<file path="config.mk">
export PLATFORM = sky130hd
export DESIGN_NAME = tinyqv_irq_ctrl_flat
export DESIGN_NICKNAME = d
export VERILOG_FILES = /design/src/rtl/tinyqv_irq_pkg.sv /design/src/rtl/tinyqv_irq_ctrl_if.sv /design/src/rtl/tinyqv_irq_line.sv /design/src/rtl/tinyqv_irq_ctrl.sv /design/src/flat_wrapper.sv
export SDC_FILE = /design/constraint.sdc
export NUM_CORES = 1
export LEC_CHECK = 0
export BUFFER_PORTS_ARGS = -buffer_cell sky130_fd_sc_hd__buf_2
export CAP_MARGIN = 20
export CORE_MARGIN = 3
export CORE_UTILIZATION = 33
export DETAILED_ROUTE_END_ITERATION = 8
export HOLD_SLACK_MARGIN = 0.12
export SLEW_MARGIN = 20
export SYNTH_ARGS = -nofsm -noshare
export SYNTH_HDL_FRONTEND = slang
export SYNTH_SLANG_ARGS = --single-unit
</file>
<file path="constraint.sdc">
create_clock -name clk -period 1.9 [get_ports clk]
set_input_delay 0.38 -clock clk [delete_from_list [all_inputs] [get_ports clk]]
set_output_delay 0.38 -clock clk [all_outputs]
set_load 0.01 [all_outputs]
</file>
<file path="src/rtl/tinyqv_irq_pkg.sv">
// Shared CSR addresses, CSR op encodings and nibble helpers for the TinyQV interrupt controller.
package tinyqv_irq_pkg;

  localparam logic [11:0] CSR_MIE = 12'h304;
  localparam logic [11:0] CSR_MIP = 12'h344;
  localparam int          NIB_W   = 4;

  typedef enum logic [1:0] {
    CSR_OP_NONE  = 2'b00,
    CSR_OP_WRITE = 2'b01,
    CSR_OP_SET   = 2'b10,
    CSR_OP_CLEAR = 2'b11
  } csr_op_e;

  // Sub-cycle counter value at which a CSR bit position is on the nibble bus.
  function automatic logic [2:0] nib_of(input int bit_pos);
    return 3'(bit_pos / NIB_W);
  endfunction

  function automatic logic csr_apply(input csr_op_e op, input logic cur, input logic wbit);
    case (op)
      CSR_OP_WRITE: return wbit;
      CSR_OP_SET:   return cur | wbit;
      CSR_OP_CLEAR: return cur & ~wbit;
      default:      return cur;
    endcase
  endfunction

endpackage

</file>
<file path="src/rtl/tinyqv_irq_ctrl_if.sv">
// Core-side bundle of the interrupt controller: nibble-serial CSR access, irq lines, status.
// vec_offset exists only when TINYQV_IRQ_VECTORED_EN is defined.
interface tinyqv_irq_ctrl_if #(
  parameter int NUM_IRQ = 4
);
  logic [2:0]         counter;
  logic [NUM_IRQ-1:0] irq_in;
  logic [11:0]        csr_addr;
  logic [1:0]         csr_op;
  logic [3:0]         csr_wdata;
  logic               take_irq;
  logic               global_ie;
  logic               clear_all;
  logic [3:0]         csr_rdata;
  logic               interrupt_pending;
  logic [3:0]         irq_id;
`ifdef TINYQV_IRQ_VECTORED_EN
  logic [6:0]         vec_offset;
`endif

  modport master (
    output counter, irq_in, csr_addr, csr_op, csr_wdata, take_irq, global_ie, clear_all,
    input  csr_rdata, interrupt_pending, irq_id
`ifdef TINYQV_IRQ_VECTORED_EN
    , input vec_offset
`endif
  );

  modport slave (
    input  counter, irq_in, csr_addr, csr_op, csr_wdata, take_irq, global_ie, clear_all,
    output csr_rdata, interrupt_pending, irq_id
`ifdef TINYQV_IRQ_VECTORED_EN
    , output vec_offset
`endif
  );

endinterface

</file>
<file path="src/rtl/tinyqv_irq_line.sv">
// One interrupt line: SYNC_STAGES-deep synchroniser, rising-edge detect and sticky pending flop.
// Edge mode: pending one clock after the synchronised edge; level mode: mip is the synchronised input.
module tinyqv_irq_line
  import tinyqv_irq_pkg::*;
#(
  parameter logic EDGE        = 1'b1,
  parameter int   SYNC_STAGES = 0
) (
  input  logic    clk,
  input  logic    rstn,
  input  logic    i_irq,
  input  logic    i_clear_all,
  input  logic    i_csr_wr,
  input  csr_op_e i_csr_op,
  input  logic    i_wbit,
  output logic    o_mip
);

  logic w_irq_s;
  logic w_edge;
  logic w_pend_csr;
  logic r_prev;
  logic r_pend;

  if (SYNC_STAGES == 0) begin : g_nosync
    assign w_irq_s = i_irq;
  end else begin : g_sync
    logic [SYNC_STAGES-1:0] r_sync;
    always_ff @(posedge clk or negedge rstn) begin
      if (!rstn) r_sync <= '0;
      else       r_sync <= SYNC_STAGES'({r_sync, i_irq});
    end
    assign w_irq_s = r_sync[SYNC_STAGES-1];
  end

  assign w_edge     = w_irq_s & ~r_prev;
  assign w_pend_csr = i_csr_wr ? csr_apply(i_csr_op, r_pend, i_wbit) : r_pend;

  // OR-ing the edge after the CSR update means a same-cycle clear never drops an edge.
  always_ff @(posedge clk or negedge rstn) begin
    if (!rstn) begin
      r_prev <= 1'b0;
      r_pend <= 1'b0;
    end else begin
      r_prev <= w_irq_s;
      r_pend <= i_clear_all ? 1'b0 : (w_pend_csr | w_edge);
    end
  end

  assign o_mip = EDGE ? r_pend : w_irq_s;

endmodule

</file>
<file path="src/rtl/tinyqv_irq_ctrl.sv">
// NUM_IRQ-line interrupt controller with nibble-serial mie/mip CSRs and take-time priority latch.
// Optional TINYQV_IRQ_VECTORED_EN adds a registered vec_offset; no backpressure, CSR nibble per clock.
module tinyqv_irq_ctrl
  import tinyqv_irq_pkg::*;
#(
  parameter int          NUM_IRQ     = 4,
  parameter int          IRQ_BASE    = 16,
  parameter logic [15:0] EDGE_MASK   = 16'h0003,
  parameter int          SYNC_STAGES = 0
) (
  input logic              clk,
  input logic              rstn,
  tinyqv_irq_ctrl_if.slave bus
);

  csr_op_e            w_op;
  logic               w_mie_wr;
  logic               w_mip_wr;
  logic [NUM_IRQ-1:0] r_mie;
  logic [NUM_IRQ-1:0] w_mie_nxt;
  logic [NUM_IRQ-1:0] w_mip;
  logic [NUM_IRQ-1:0] w_act;
  logic [31:0]        w_mie32;
  logic [31:0]        w_mip32;
  logic [31:0]        w_rd32;
  logic               w_hit;
  logic [3:0]         w_lowest;
  logic [3:0]         r_irq_id;

  assign w_op     = csr_op_e'(bus.csr_op);
  assign w_mie_wr = (bus.csr_addr == CSR_MIE) && (w_op != CSR_OP_NONE);
  assign w_mip_wr = (bus.csr_addr == CSR_MIP) && (w_op != CSR_OP_NONE);

  for (genvar i = 0; i < NUM_IRQ; i++) begin : g_line
    localparam logic [2:0] NIB = nib_of(IRQ_BASE + i);
    logic w_nib;
    assign w_nib = (bus.counter == NIB);
    assign w_mie_nxt[i] = (w_mie_wr && w_nib) ? csr_apply(w_op, r_mie[i], bus.csr_wdata[i % 4])
                                              : r_mie[i];

    tinyqv_irq_line #(
      .EDGE        (EDGE_MASK[i]),
      .SYNC_STAGES (SYNC_STAGES)
    ) u_line (
      .clk         (clk),
      .rstn        (rstn),
      .i_irq       (bus.irq_in[i]),
      .i_clear_all (bus.clear_all),
      .i_csr_wr    (w_mip_wr && w_nib),
      .i_csr_op    (w_op),
      .i_wbit      (bus.csr_wdata[i % 4]),
      .o_mip       (w_mip[i])
    );
  end

  always_ff @(posedge clk or negedge rstn) begin
    if (!rstn)              r_mie <= '0;
    else if (bus.clear_all) r_mie <= '0;
    else                    r_mie <= w_mie_nxt;
  end

  assign w_mie32       = 32'(r_mie) << IRQ_BASE;
  assign w_mip32       = 32'(w_mip) << IRQ_BASE;
  assign w_rd32        = (bus.csr_addr == CSR_MIE) ? w_mie32 :
                         (bus.csr_addr == CSR_MIP) ? w_mip32 : '0;
  assign bus.csr_rdata = w_rd32[{bus.counter, 2'b00} +: 4];

  assign w_act                 = w_mip & r_mie;
  assign bus.interrupt_pending = bus.global_ie && (|w_act);

  // Scan downwards so the lowest enabled pending line wins.
  always_comb begin
    w_hit    = 1'b0;
    w_lowest = '0;
    for (int i = NUM_IRQ - 1; i >= 0; i--) begin
      if (w_act[i]) begin
        w_hit    = 1'b1;
        w_lowest = 4'(i);
      end
    end
  end

  always_ff @(posedge clk or negedge rstn) begin
    if (!rstn)                                               r_irq_id <= '0;
    else if (bus.take_irq && (bus.counter == 3'd0) && w_hit) r_irq_id <= w_lowest;
  end
  assign bus.irq_id = r_irq_id;

`ifdef TINYQV_IRQ_VECTORED_EN
  logic [6:0] r_vec_offset;
  always_ff @(posedge clk or negedge rstn) begin
    if (!rstn)                                               r_vec_offset <= '0;
    else if (bus.take_irq && (bus.counter == 3'd0) && w_hit) r_vec_offset <= 7'((IRQ_BASE + int'(w_lowest)) * 4);
  end
  assign bus.vec_offset = r_vec_offset;
`endif

endmodule

</file>
<file path="src/flat_wrapper.sv">
// flat-port wrapper written by rule: the top's interface ports become plain ports
module tinyqv_irq_ctrl_flat import tinyqv_irq_pkg::*;
#(
  parameter int          NUM_IRQ     = 4,
  parameter int          IRQ_BASE    = 16,
  parameter logic [15:0] EDGE_MASK   = 16'h0003,
  parameter int          SYNC_STAGES = 0
)
  (clk, rstn, bus_counter, bus_irq_in, bus_csr_addr, bus_csr_op, bus_csr_wdata, bus_take_irq, bus_global_ie, bus_clear_all, bus_csr_rdata, bus_interrupt_pending, bus_irq_id);
  tinyqv_irq_ctrl_if #(.NUM_IRQ(NUM_IRQ)) bus_i ();
  input logic clk;
  input logic rstn;
  input wire logic [$bits(bus_i.counter)-1:0] bus_counter;
  input wire logic [$bits(bus_i.irq_in)-1:0] bus_irq_in;
  input wire logic [$bits(bus_i.csr_addr)-1:0] bus_csr_addr;
  input wire logic [$bits(bus_i.csr_op)-1:0] bus_csr_op;
  input wire logic [$bits(bus_i.csr_wdata)-1:0] bus_csr_wdata;
  input wire logic [$bits(bus_i.take_irq)-1:0] bus_take_irq;
  input wire logic [$bits(bus_i.global_ie)-1:0] bus_global_ie;
  input wire logic [$bits(bus_i.clear_all)-1:0] bus_clear_all;
  output wire logic [$bits(bus_i.csr_rdata)-1:0] bus_csr_rdata;
  output wire logic [$bits(bus_i.interrupt_pending)-1:0] bus_interrupt_pending;
  output wire logic [$bits(bus_i.irq_id)-1:0] bus_irq_id;
  assign bus_i.counter = bus_counter;
  assign bus_i.irq_in = bus_irq_in;
  assign bus_i.csr_addr = bus_csr_addr;
  assign bus_i.csr_op = bus_csr_op;
  assign bus_i.csr_wdata = bus_csr_wdata;
  assign bus_i.take_irq = bus_take_irq;
  assign bus_i.global_ie = bus_global_ie;
  assign bus_i.clear_all = bus_clear_all;
  assign bus_csr_rdata = bus_i.csr_rdata;
  assign bus_interrupt_pending = bus_i.interrupt_pending;
  assign bus_irq_id = bus_i.irq_id;
  tinyqv_irq_ctrl #(.NUM_IRQ(NUM_IRQ), .IRQ_BASE(IRQ_BASE), .EDGE_MASK(EDGE_MASK), .SYNC_STAGES(SYNC_STAGES)) u_core (.clk(clk), .rstn(rstn), .bus(bus_i));
endmodule
</file>
* Word level (Yosys, flattened, before mapping) *
Cells that the tools add are included.
W data, S select, Z words.

word-level totals
  register bits after elaboration = 12
  input bits = 30

operators by class
  equality and inequality tests = 6
  shift-type cells = 1
  mux-type cells = 25
  bitwise operators = 23
  reduce and logical (&&, ||, !) cells = 13

operators by type and width
  operator                count
  $mux W32                1
  $shiftx A32 B6 Y4       1
  $eq A12 B10 Y1 const B  2
  $mux W20                1
  $pmux W1 S3             6
  $mux W1                 12
  $and A1 B1 Y1           8
  $mux W2                 4
  $or A1 B1 Y1            8
  $logic_and A1 B1 Y1     7
  $not A1 Y1              6
  $and A4 B4 Y4           1
  $eq A2 B2 Y1 const B    2
  $mux W4                 1
  $reduce_bool A2 Y1      2
  $reduce_bool A4 Y1      1
  $reduce_or A4 Y1        1
  $eq A3 B3 Y1 const B    1
  $logic_not A3 Y1        1
  $eq A2 B1 Y1 const B    1
  $reduce_and A2 Y1       1

* Logic depth before layout (Yosys ltp) *
Gate-level depths: netlist of run 1.

  word-level depth = 6
  gate-level depth with buffers = 6
  mapped depth without buffers = 6

* Cells and area by module *
Synthesis of run 1 repeated with hierarchy kept, for this count alone.

second synthesis, totals
  cell total of the unflattened synthesis = 75
  area total of the unflattened synthesis = 738.2 µm²

by module, submodules not included
  module                                         instances  cells each  area each (µm²)  seq. area each (µm²)
  tinyqv_irq_ctrl                                1          55          540.5            150.1
  tinyqv_irq_line (u_core.g_line[0].u_line ...)  2          9           91.3             50.0
  tinyqv_irq_line (u_core.g_line[2].u_line ...)  2          1           7.5              0.0

* Least setup slack after synthesis of run 1 *
No wires, ideal clock.

  kind = input port to output port
  start = in bus_csr_addr[5]
  end = out bus_csr_rdata[0]
  arrival time = 1.275 ns
  data required time = 1.520 ns
  path slack = 0.245 ns
  cell stages on the path = 4
  buffers on the path = 0
  cell sequence = nor4_1 and3_2 nand2_1 nor2_1

between the ends
  longest elaborated chain between the ends = 4
  elaborated cells between the ends (all ways) = 5
  classes of those cells = 2 x eq/ne; 1 x shift; 2 x mux

ends and longest elaborated chain
  element              line                   RTL
  from (decl)          flat_wrapper.sv:15     input wire logic [$bits(bus_i.csr_addr)-1:0] bus_csr_addr;
  $eq A12 B10 Y1       tinyqv_irq_ctrl.sv:65  (bus.csr_addr == CSR_MIP) ? w_mip32 : '0;
  $mux W20             tinyqv_irq_ctrl.sv:65
  $mux W32 *           tinyqv_irq_ctrl.sv:64  assign w_rd32 = (bus.csr_addr == CSR_MIE) ? w_mie32 :
  $shiftx A32 B6 Y4 *  tinyqv_irq_ctrl.sv:66  assign bus.csr_rdata = w_rd32[{bus.counter, 2'b00} +: 4];
  to (decl)            flat_wrapper.sv:21     output wire logic [$bits(bus_i.csr_rdata)-1:0] bus_csr_rdata;

Mark *: on every way between the ends. The rest lies on a longest branch, timed or not.

* Final worst setup path of run 1 *
  start = in bus_csr_addr[5]
  end = out bus_csr_rdata[1]

Same word-level chain as after synthesis.

==> results of run 1 <==
-- final timing paths --
path / end / slack [ns] / cells after the start
max: bus_csr_rdata[1] / 0.14 / 6
min: u_core.g_line[0].u_line.r_prev$_DFF_PN0_ / 0.24 / 1
max reg2reg: u_core.bus.irq_id[0]$_DFFE_PN0P_ / 0.54 / 3
min reg2reg: u_core.g_line[0].u_line.o_mip$_DFF_PN0_ / 0.50 / 2
max in group asynchronous: u_core.g_line[0].u_line.o_mip$_DFF_PN0_ / 1.22 / 2
min in group asynchronous: u_core.bus.irq_id[0]$_DFFE_PN0P_ / 0.50 / 2
-- area by class of cell --
cell class              count  area [µm²]
flip-flops and latches     10       250.2
clock buffers               4       36.28
inverters                   3       11.26
repair buffers             40       212.7
multi-input cells          63       499.2
well taps                  27       33.78
fillers                   209        1039
-- power by group through the flow --
stage | clock [µW] | combinational, µW | sequential [µW]
floorplan | 0 | 49.1 | 225
global placement | 0 | 94.6 | 227
detailed placement | 0 | 97.4 | 227
CTS | 195 | 99.4 | 223
global route | 207 | 113 | 223
finish | 188 | 101 | 223
-- layout by cell type, fill, tap and decap left out, drive strengths merged --
cell         count
nor3b            1
nor2             9
a32oi            1
inv              3
conb             2
nor4b            3
a21oi            7
a22o             1
a41oi            4
clkbuf           4
and4b            1
o21ai            1
mux2             1
nand2            4
ha               4
dlygate4sd3      1
o21a             1
nand2b           2
and3             3
dfrtp           10
xnor2            4
mux2i            8
buf             39
a211oi           4
nand4            1
nor4             1
-- metrics by stage --
| step | setup WS, ns | total power (µW) | instance area (µm²) |
|---|---|---|---|
| 2_1_floorplan | 0.2448 | 273.8 | 770.7 |
| 3_3_place_gp | 0.1270 | 321.2 | 982.2 |
| 3_5_place_dp | 0.06543 | 324.0 | 982.2 |
| 4_1_cts | 0.05449 | 517.2 | 1028 |
| 5_1_grt | 0.02304 | 543.1 | 1044 |
| 6_report | 0.1416 | 511.9 | 1044 |
-- sequential cells by signal (all words and copies together), names as in the netlist --
signal and flops:
u_core.bus.irq_id 2, u_core.g_line.u_line.o_mip 2, u_core.g_line.u_line.r_prev 2, u_core.r_mie 4
-- critical path, stage by stage --
cell and delay, ns:
buf_2 0.11, nor4_4 0.28, and3_2 0.22, nand2_1 0.10, nor2_1 0.14, buf_2 0.14
-- kinds of logic after synthesis --
family / count (synthesis) / share of synthesized area [%]
fa+ha+maj: 4 / 6.526
flops: 10 / 32.63
mux: 9 / 11.91
simple gates: 25 / 22.19
buf+inv: 7 / 4.730
other cells: 1 / 0.4889
xor+xnor: 4 / 4.567
compound gates: 19 / 16.97
-- synthesized netlist by cell type, types with 2 or more instances --
library cell  number  share of area [%]
dfrtp_1           10                 33
nor2_1             9                4.4
mux2i_1            8                 10
a21oi_1            7                4.6
a211oi_1           4                3.9
a41oi_1            4                4.6
ha_1               4                6.5
nand2_1            4                2.0
xnor2_1            4                4.6
inv_1              3                1.5
and3_1             2                1.6
buf_2              2                1.3
buf_4              2                2.0
nand2b_1           2                1.6
-- timing repair --
item,4_1_cts,5_1_grt
endpoints found under the hold margin,10,0
endpoints found under the setup margin,0,4
hold buffers,1,0
gates resized for setup,0,2
-- routing by layer --
layer | GRT usage, % | vias up | part of all wire (%)
met5 | 0 | - | 0
met4 | 3.734 | 0 | 0.65
met3 | 4.087 | 2 | 9.0
met2 | 22.51 | 28 | 49
met1 | 17.11 | 338 | 42
li1 | - | 374 | -
==> metrics.txt, run 1 <==
Post-CTS Setup Bufs=0; Slew Limit Fails=0; Internal Dissipation=383.7 µW; peak supply drop=0.0004150 V; Post-Syn Area=767.0 µm²; Worst Skew=0.002430 ns; Rows=16; Cell variety after synth=28; CP Max Fanout=4; number of global-route vias before repair=681; number of setup violations in the final report=0; Hold Slack=0.2367 ns; largest net degree at the start of global routing=11; PwrDens=490.5 mW/mm²; fin crit period=1.758 ns; #FFs+latches synth=10; status=finished, final reports clean; Critical Path Start=bus_csr_addr[5]; total track usage=13.63%; total number of yosys warnings=0; Placeable Area=0.002082 mm²; final cell count without fillers=147; Die Y=54.21 µm; final net count=155; clock transition at the registers of the reported paths=0.06 ns; vias per cell=5.048; Antenna Cells=0; GPL Wtd Cong=0.7370; RSZ-0062 raised after global routing=false; max frequency=0.5687 GHz; hold_sp=bus_irq_in[0]; CTS H-tree depth=1; Comb power frac=19.7%; Max-cap violations=0; Initial Utilization=36.84%; clock root cell=clkbuf_4; TNS Setup=0 ns; reg2reg start=u_core.r_mie[1]$_DFFE_PN0P_; Avg Cell Area, Syn=9.709 µm²; clk sink count=10; P_sw=128.2 µW; port buffer count=36; Sw Ratio=25.04%; initial antenna violation count=0; global-route wire length before repair=2870 µm; cell count after synthesis=79; clock share of power=36.8%; CTS Buf Count=3; CP Capture Type=output pin; Seq/Total Area, Yosys=32.63%; LEAKAGE=0.0005340 µW; Die Width=54.21 µm; Post-synth ARST share=100.0%; sequential group share of total power=43.5%; hold crit path type=in2reg; DR DRC count=0; Post-synth EDFFs=0; critical path type=in2out; drt first-iter violations=19; hpwl dp=1568 µm; TritonCTS clock tree=done; die footprint=0.002939 mm²; synthesis-to-layout area growth=36.05%; io pins=39; Clock Latency Late Sink=0.26 ns; Main synth FF type=dfrtp_1; Vias=742; layout cells sized above 1=40.83%; Critical Path AT=1.38 ns; WP data required=1.52 ns; WL/cell=12.57 µm; maximum root-to-sink buffer count=2; post-layout util=50.12%; Final ANT Viol Nets=0; DP Cell Count=142; final wirelength=1848 µm; Final Cycle Share=92.54%; CP Launch Type=input pin; Initial DRT Pass Iterations=4; final hold viol count=0; total gr overflow=0
Power figures use the tool's default switching activity.
==> run 2, diff against run 1 <==
--- a/config.mk
+++ b/config.mk
@@ -10,6 +10,7 @@
 export CORE_MARGIN = 3
 export CORE_UTILIZATION = 33
 export DETAILED_ROUTE_END_ITERATION = 8
+export GPL_TIMING_DRIVEN = 0
 export HOLD_SLACK_MARGIN = 0.12
 export SLEW_MARGIN = 20
 export SYNTH_ARGS = -nofsm -noshare
==> run 2 against run 1 <==
  * Sequential power about the same
  * Sequential share of layout area increased by 0.12 points
  * Die area unchanged
  * Via count decreased by 1.2%
  * Power decreased by 8.9%
  * Utilization decreased by 0.24 points
  * Clock power decreased by 25%
  * Count of clock-buffer cells in the layout decreased by 1
  * Wire length increased by 0.32%
  * Cell count unchanged
  * Design area decreased by 0.48%
==> metrics.txt, run 2 (synthesis results as in run 1) <==
status=finished, final reports clean; number of setup violations in the final report=0; total gr overflow=0; hold crit path type=in2reg; FF-to-FF path depth=3; TritonCTS clock tree=done; clk sink count=10; maximum root-to-sink buffer count=2; number of global-route vias before repair=665; CP Buf/Inv Count=2; Clock Latency Late Sink=0.26 ns; RSZ-0062 raised after global routing=false; GPL Wtd Cong=0.7147; Slew Limit Fails=0; CP Launch Type=input pin; commonest non-fill, non-tap cell in the layout=buf_2; sequential group share of total power=47.8%; layout cells sized above 1=40.83%; Vias=733; PwrDens=449.0 mW/mm²; Placeable Area=0.002082 mm²; CP Max Fanout=4; die footprint=0.002939 mm²; hpwl dp=1549 µm; CP Capture Type=output pin; Antenna Cells=0; Top Family by Delay on Critical Path=simple AND/OR/NAND/NOR gates; CTS H-tree depth=1; critical path depth in cells=6; global-route wire length before repair=2925 µm; P_sw=124.5 µW; Max-cap violations=0; DR DRC count=0; Initial DRT Pass Iterations=4; synthesis-to-layout area growth=35.40%; WL/cell=12.61 µm; WP data required=1.52 ns; Rows=16; Hold Path Cell Cnt=1; drt first-iter violations=11; final net count=156; clock root cell=clkbuf_4; Finished Cell Area=0.001039 mm²; Die Width=54.21 µm; LEAKAGE=0.0005305 µW; GR Util met3=5.177%; post-layout util=49.88%; Worst Skew=0.001579 ns; CTS Buf Count=3; critical path's largest stage delay=0.30 ns; grt peak-use layer=met2; peak supply drop=0.0005567 V; fill cell count=209; initial antenna violation count=0; most frequent cells in the layout=buf_2 (37), dfrtp_1 (10), nor2_1 (9), mux2i_1 (8), a21oi_1 (7); clock share of power=30.2%; fin crit period=1.782 ns; largest net degree at the start of global routing=11; Die Y=54.21 µm; Final ANT Viol Nets=0; critical path type=in2out; number of flip-flops in the largest register=4; final wirelength=1854 µm; vias per cell=4.986; Critical Path AT=1.40 ns; total track usage=13.98%; grt met2 use=20.12%; max frequency=0.5611 GHz; most flop-heavy register=u_core.r_mie; io pins=39; clock transition at the registers of the reported paths=0.06 ns; most frequent CP cell=buf_2; Post-DP Area=979.7 µm²; crit-path cells=buf_2 > nor4_4 > and3_4 > nand2_1 > nor2_1 > buf_2; port buffer count=35; Sw Ratio=26.70%; crit path max-delay cell type=nor4_4; met1 usage=19.02%; Final Cycle Share=93.80%; final hold viol count=0; Internal Dissipation=341.8 µW; Initial Utilization=36.84%; Comb power frac=21.9%
## run 2: changes by cell type in the layout (fill, tap and decap cells not counted), sizes merged
cell    change
buf         +1
clkbuf      -1
## run 2: area by class of cell
type	instances	area, µm²	area share [%]
Inverter	3	11.26	1.084
Sequential cell	10	250.2	24.10
Clock buffer	3	22.52	2.169
Timing Repair Buffer	37	192.7	18.55
Multi-Input combinational cell	63	503.0	48.43
Tap cell	27	33.78	3.253
Buffer	4	25.02	2.410
## run 2: power groups by stage
stage | Clock [µW] | Combinational (µW) | Sequential (µW)
6_report | 141 | 102 | 223
5_1_grt | 162 | 113 | 223
4_1_cts | 146 | 101 | 223
3_5_place_dp | 0 | 98.1 | 227
3_3_place_gp | 0 | 95.7 | 227
2_1_floorplan | 0 | 49.1 | 225
## run 2: per-stage QoR
stage          hold WS, ns   TNS (ns)  cells  worst slack, ns  power, µW
2_1_floorplan      0.08441          0     80           0.2448      273.8
3_3_place_gp        0.2471  -0.009031    142        -0.005382      322.4
3_5_place_dp        0.2486    -0.1587    142         -0.04922      324.9
4_1_cts             0.2322          0    146          0.03030      470.2
5_1_grt             0.2232          0    147         0.009122      498.7
6_report            0.2362          0    147           0.1178      466.3
## run 2: worst paths after layout
check | slack (ns) | startpoint | endpoint
max in group asynchronous | 1.22 | rstn | u_core.g_line[1].u_line.o_mip$_DFF_PN0_
min | 0.24 | bus_irq_in[0] | u_core.g_line[0].u_line.r_prev$_DFF_PN0_
max reg2reg | 0.55 | u_core.g_line[1].u_line.o_mip$_DFF_PN0_ | u_core.bus.irq_id[0]$_DFFE_PN0P_
min reg2reg | 0.50 | u_core.g_line[0].u_line.r_prev$_DFF_PN0_ | u_core.g_line[0].u_line.o_mip$_DFF_PN0_
min in group asynchronous | 0.49 | rstn | u_core.bus.irq_id[0]$_DFFE_PN0P_
max | 0.12 | bus_csr_addr[5] | bus_csr_rdata[0]
## run 2: timing repair
action / CTS / global route
setup endpoints to repair: 4 / 4
resized for setup: 1 / 2
hold buffers: 1 / 0
endpoints found under the hold margin: 10 / 0
setup buffers: 0 / 1
pin swaps: 0 / 1
## run 2: metal layers
metal	wire [µm]	vias to the layer above
li1	-	371
met1	815	331
met2	842	26
met3	170	5
met4	26	0
met5	0	-
## run 2: worst register-to-register path, stage by stage, from the launching register on
cell and delay [ns]:
dfrtp_1 0.44, a22o_1 0.26, o21ai_0 0.19, mux2_2 0.36
==> run 3, diff against run 2 <==
--- a/config.mk
+++ b/config.mk
@@ -5,6 +5,7 @@
 export SDC_FILE = /design/constraint.sdc
 export NUM_CORES = 1
 export LEC_CHECK = 0
+export ABC_AREA = 1
 export BUFFER_PORTS_ARGS = -buffer_cell sky130_fd_sc_hd__buf_2
 export CAP_MARGIN = 20
 export CORE_MARGIN = 3
==> run 3 against run 2 <==
  * Hold slack improved by 0.00075 ns
  * Non-clock buffer count decreased by 1
  * Combinational power increased by 12%
  * Largest cell class unchanged
==> metrics.txt, run 3 <==
post-layout util=45.49%; Critical Path AT=1.37 ns; clk sink count=10; Post-synth EDFFs=0; peak supply drop=0.0003535 V; crit path max-delay cell type=and2_4; hpwl dp=1833 µm; critical path type=in2out; area leader, netlist=dfrtp_1; final wirelength=2099 µm; global-route wire length before repair=3615 µm; max frequency=0.5718 GHz; hold crit path type=in2reg; Worst Skew=0.004252 ns; final hold viol count=0; final cell count without fillers=210; share of the synthesized area in the top cell type=28.01%; Die Width=58.03 µm; Antenna Cells=0; sequential group share of total power=46.9%; largest net degree at the start of global routing=11; total gr overflow=0; maximum root-to-sink buffer count=2; synthesis-to-layout area growth=28.43%; Initial DRT Pass Iterations=4; initial antenna violation count=0; Sw Ratio=27.71%; TNS Setup=0 ns; Avg Cell Area, Syn=6.427 µm²; GPL Wtd Cong=0.7255; CP Max Fanout=7; io pins=39; Initial Utilization=35.42%; Final ANT Viol Nets=0; Post-CTS Setup Bufs=0; top post-synthesis cells by area=dfrtp_1 (28%), nand2_1 (15%), inv_1 (8.4%); Max-cap violations=0; Commonest cells post-synth=nand2_1 (36), inv_1 (20), nor2_1 (19), a21oi_1 (12); critical path's largest stage delay=0.15 ns; Final Cycle Share=92.05%; vias per cell=4.538; crit-path cells=buf_2 > nor2_1 > nand2_1 > nor2_2 > and2_4 > buf_8 > nand2_1 > a21oi_1 > buf_2; Die Y=58.03 µm; drt first-iter violations=22; number of flip-flops in the largest register=4; CTS H-tree depth=1; LEAKAGE=0.0006746 µW; clock share of power=29.0%; Post-Syn Area=893.4 µm²; Seq/Total Area, Yosys=28.01%; fill cell count=270; CTS Buf Count=3; WP data required=1.52 ns; Rows=18; #FFs+latches synth=10; die footprint=0.003367 mm²; Comb power frac=24.1%; status=finished, final reports clean; Top Family by Delay on Critical Path=simple AND/OR/NAND/NOR gates; P_sw=131.1 µW; TritonCTS clock tree=done; Placeable Area=0.002522 mm²; cell count after synthesis=139; layout cells sized above 1=30.00%; Main synth FF type=dfrtp_1; total track usage=13.61%; number of global-route vias before repair=907; DR DRC count=0; Reg2Reg Setup Slack=0.77 ns; Cell variety after synth=25; most frequent cells in the layout=nand2_1 (36), buf_2 (36), inv_1 (19), nor2_1 (19), a21oi_1 (12); final net count=216; clock transition at the registers of the reported paths=0.06 ns; port buffer count=36; Internal Dissipation=341.9 µW; fin crit period=1.749 ns; most flop-heavy register=u_core.r_mie; Post-synth ARST share=100.0%; number of setup violations in the final report=0; PwrDens=412.2 mW/mm²; total number of yosys warnings=0; CP Launch Type=input pin; DP Cell Count=206; CP Capture Type=output pin; WL/cell=9.995 µm; CP Buf/Inv Count=3; RSZ-0062 raised after global routing=false; clock root cell=clkbuf_4; most frequent cell after synthesis=nand2_1; Slew Limit Fails=0; Clock Latency Late Sink=0.26 ns; Vias=953
==> run 3: routing by layer <==
layer / wire [µm] / track usage [%]
met1: 933 / 17.49
met2: 1007 / 23.23
met3: 157 / 4.454
met4: 0 / 0.9934
met5: 0 / 0
==> run 3: worst register-to-register path, cell delays in order, from the launching register on <==
cell and delay, ns:
dfrtp_1 0.43, nand2_1 0.11, nand2_1 0.08, nor2_1 0.16, nor2_1 0.09, nor2_1 0.09, a21oi_1 0.05
==> run 3: final cells by class <==
| cell class | count | area (µm²) | area share (%) |
|---|---|---|---|
| Buffer | 3 | 30.03 | 2.617 |
| Clock buffer | 3 | 22.52 | 1.963 |
| Inverter | 22 | 82.58 | 7.197 |
| Multi-Input combinational cell | 105 | 534.3 | 46.56 |
| Sequential cell | 10 | 250.2 | 21.81 |
| Tap cell | 30 | 37.54 | 3.272 |
| Timing Repair Buffer | 37 | 190.2 | 16.58 |
==> run 3: final timing paths <==
path                            depth (start not counted)                                       end                             start
worst max-delay path                                    9                          bus_csr_rdata[0]                  bus_csr_addr[11]
worst min-delay path                                    1  u_core.g_line[0].u_line.r_prev$_DFF_PN0_                     bus_irq_in[0]
worst max register to register                          6          u_core.bus.irq_id[0]$_DFFE_PN0P_       u_core.r_mie[2]$_DFFE_PN0P_
worst min register to register                          2          u_core.bus.irq_id[1]$_DFFE_PN0P_  u_core.bus.irq_id[1]$_DFFE_PN0P_
max in group asynchronous                               2               u_core.r_mie[2]$_DFFE_PN0P_                              rstn
min in group asynchronous                               2          u_core.bus.irq_id[0]$_DFFE_PN0P_                              rstn
==> run 3: kinds of logic after synthesis <==
logic type      share of synthesized area (%)
simple gates                            43.00
fa+ha+maj                               5.602
flops                                   28.01
compound gates                          10.36
buf+inv                                 12.60
other cells                            0.4198
==> run 3: metrics by stage <==
step | cell area, µm² | power, µW | hold WS, ns | setup WS, ns
after CTS | 1147 | 482.6 | 0.2247 | 0.1302
final | 1147 | 472.9 | 0.2369 | 0.1510
after global placement | 1115 | 335.2 | 0.2463 | 0.1538
after floorplan | 897.1 | 288.2 | 0.08441 | 0.3900
after detailed placement | 1115 | 339.4 | 0.2496 | 0.1332
after global routing | 1147 | 511.2 | 0.2168 | 0.02149
==> run 3: power groups by stage <==
stage | Sequential [µW] | Clock, µW | Combinational (µW)
3_5_place_dp | 226 | 0 | 114
6_report | 222 | 137 | 114
2_1_floorplan | 224 | 0 | 63.9
3_3_place_gp | 226 | 0 | 109
4_1_cts | 222 | 145 | 116
5_1_grt | 222 | 156 | 133
==> run 3: repair_timing <==
item                                   CTS  global route
gates resized for setup                  0             1
hold buffers                             1             0
setup endpoints to repair                0             1
endpoints found under the hold margin   10             0
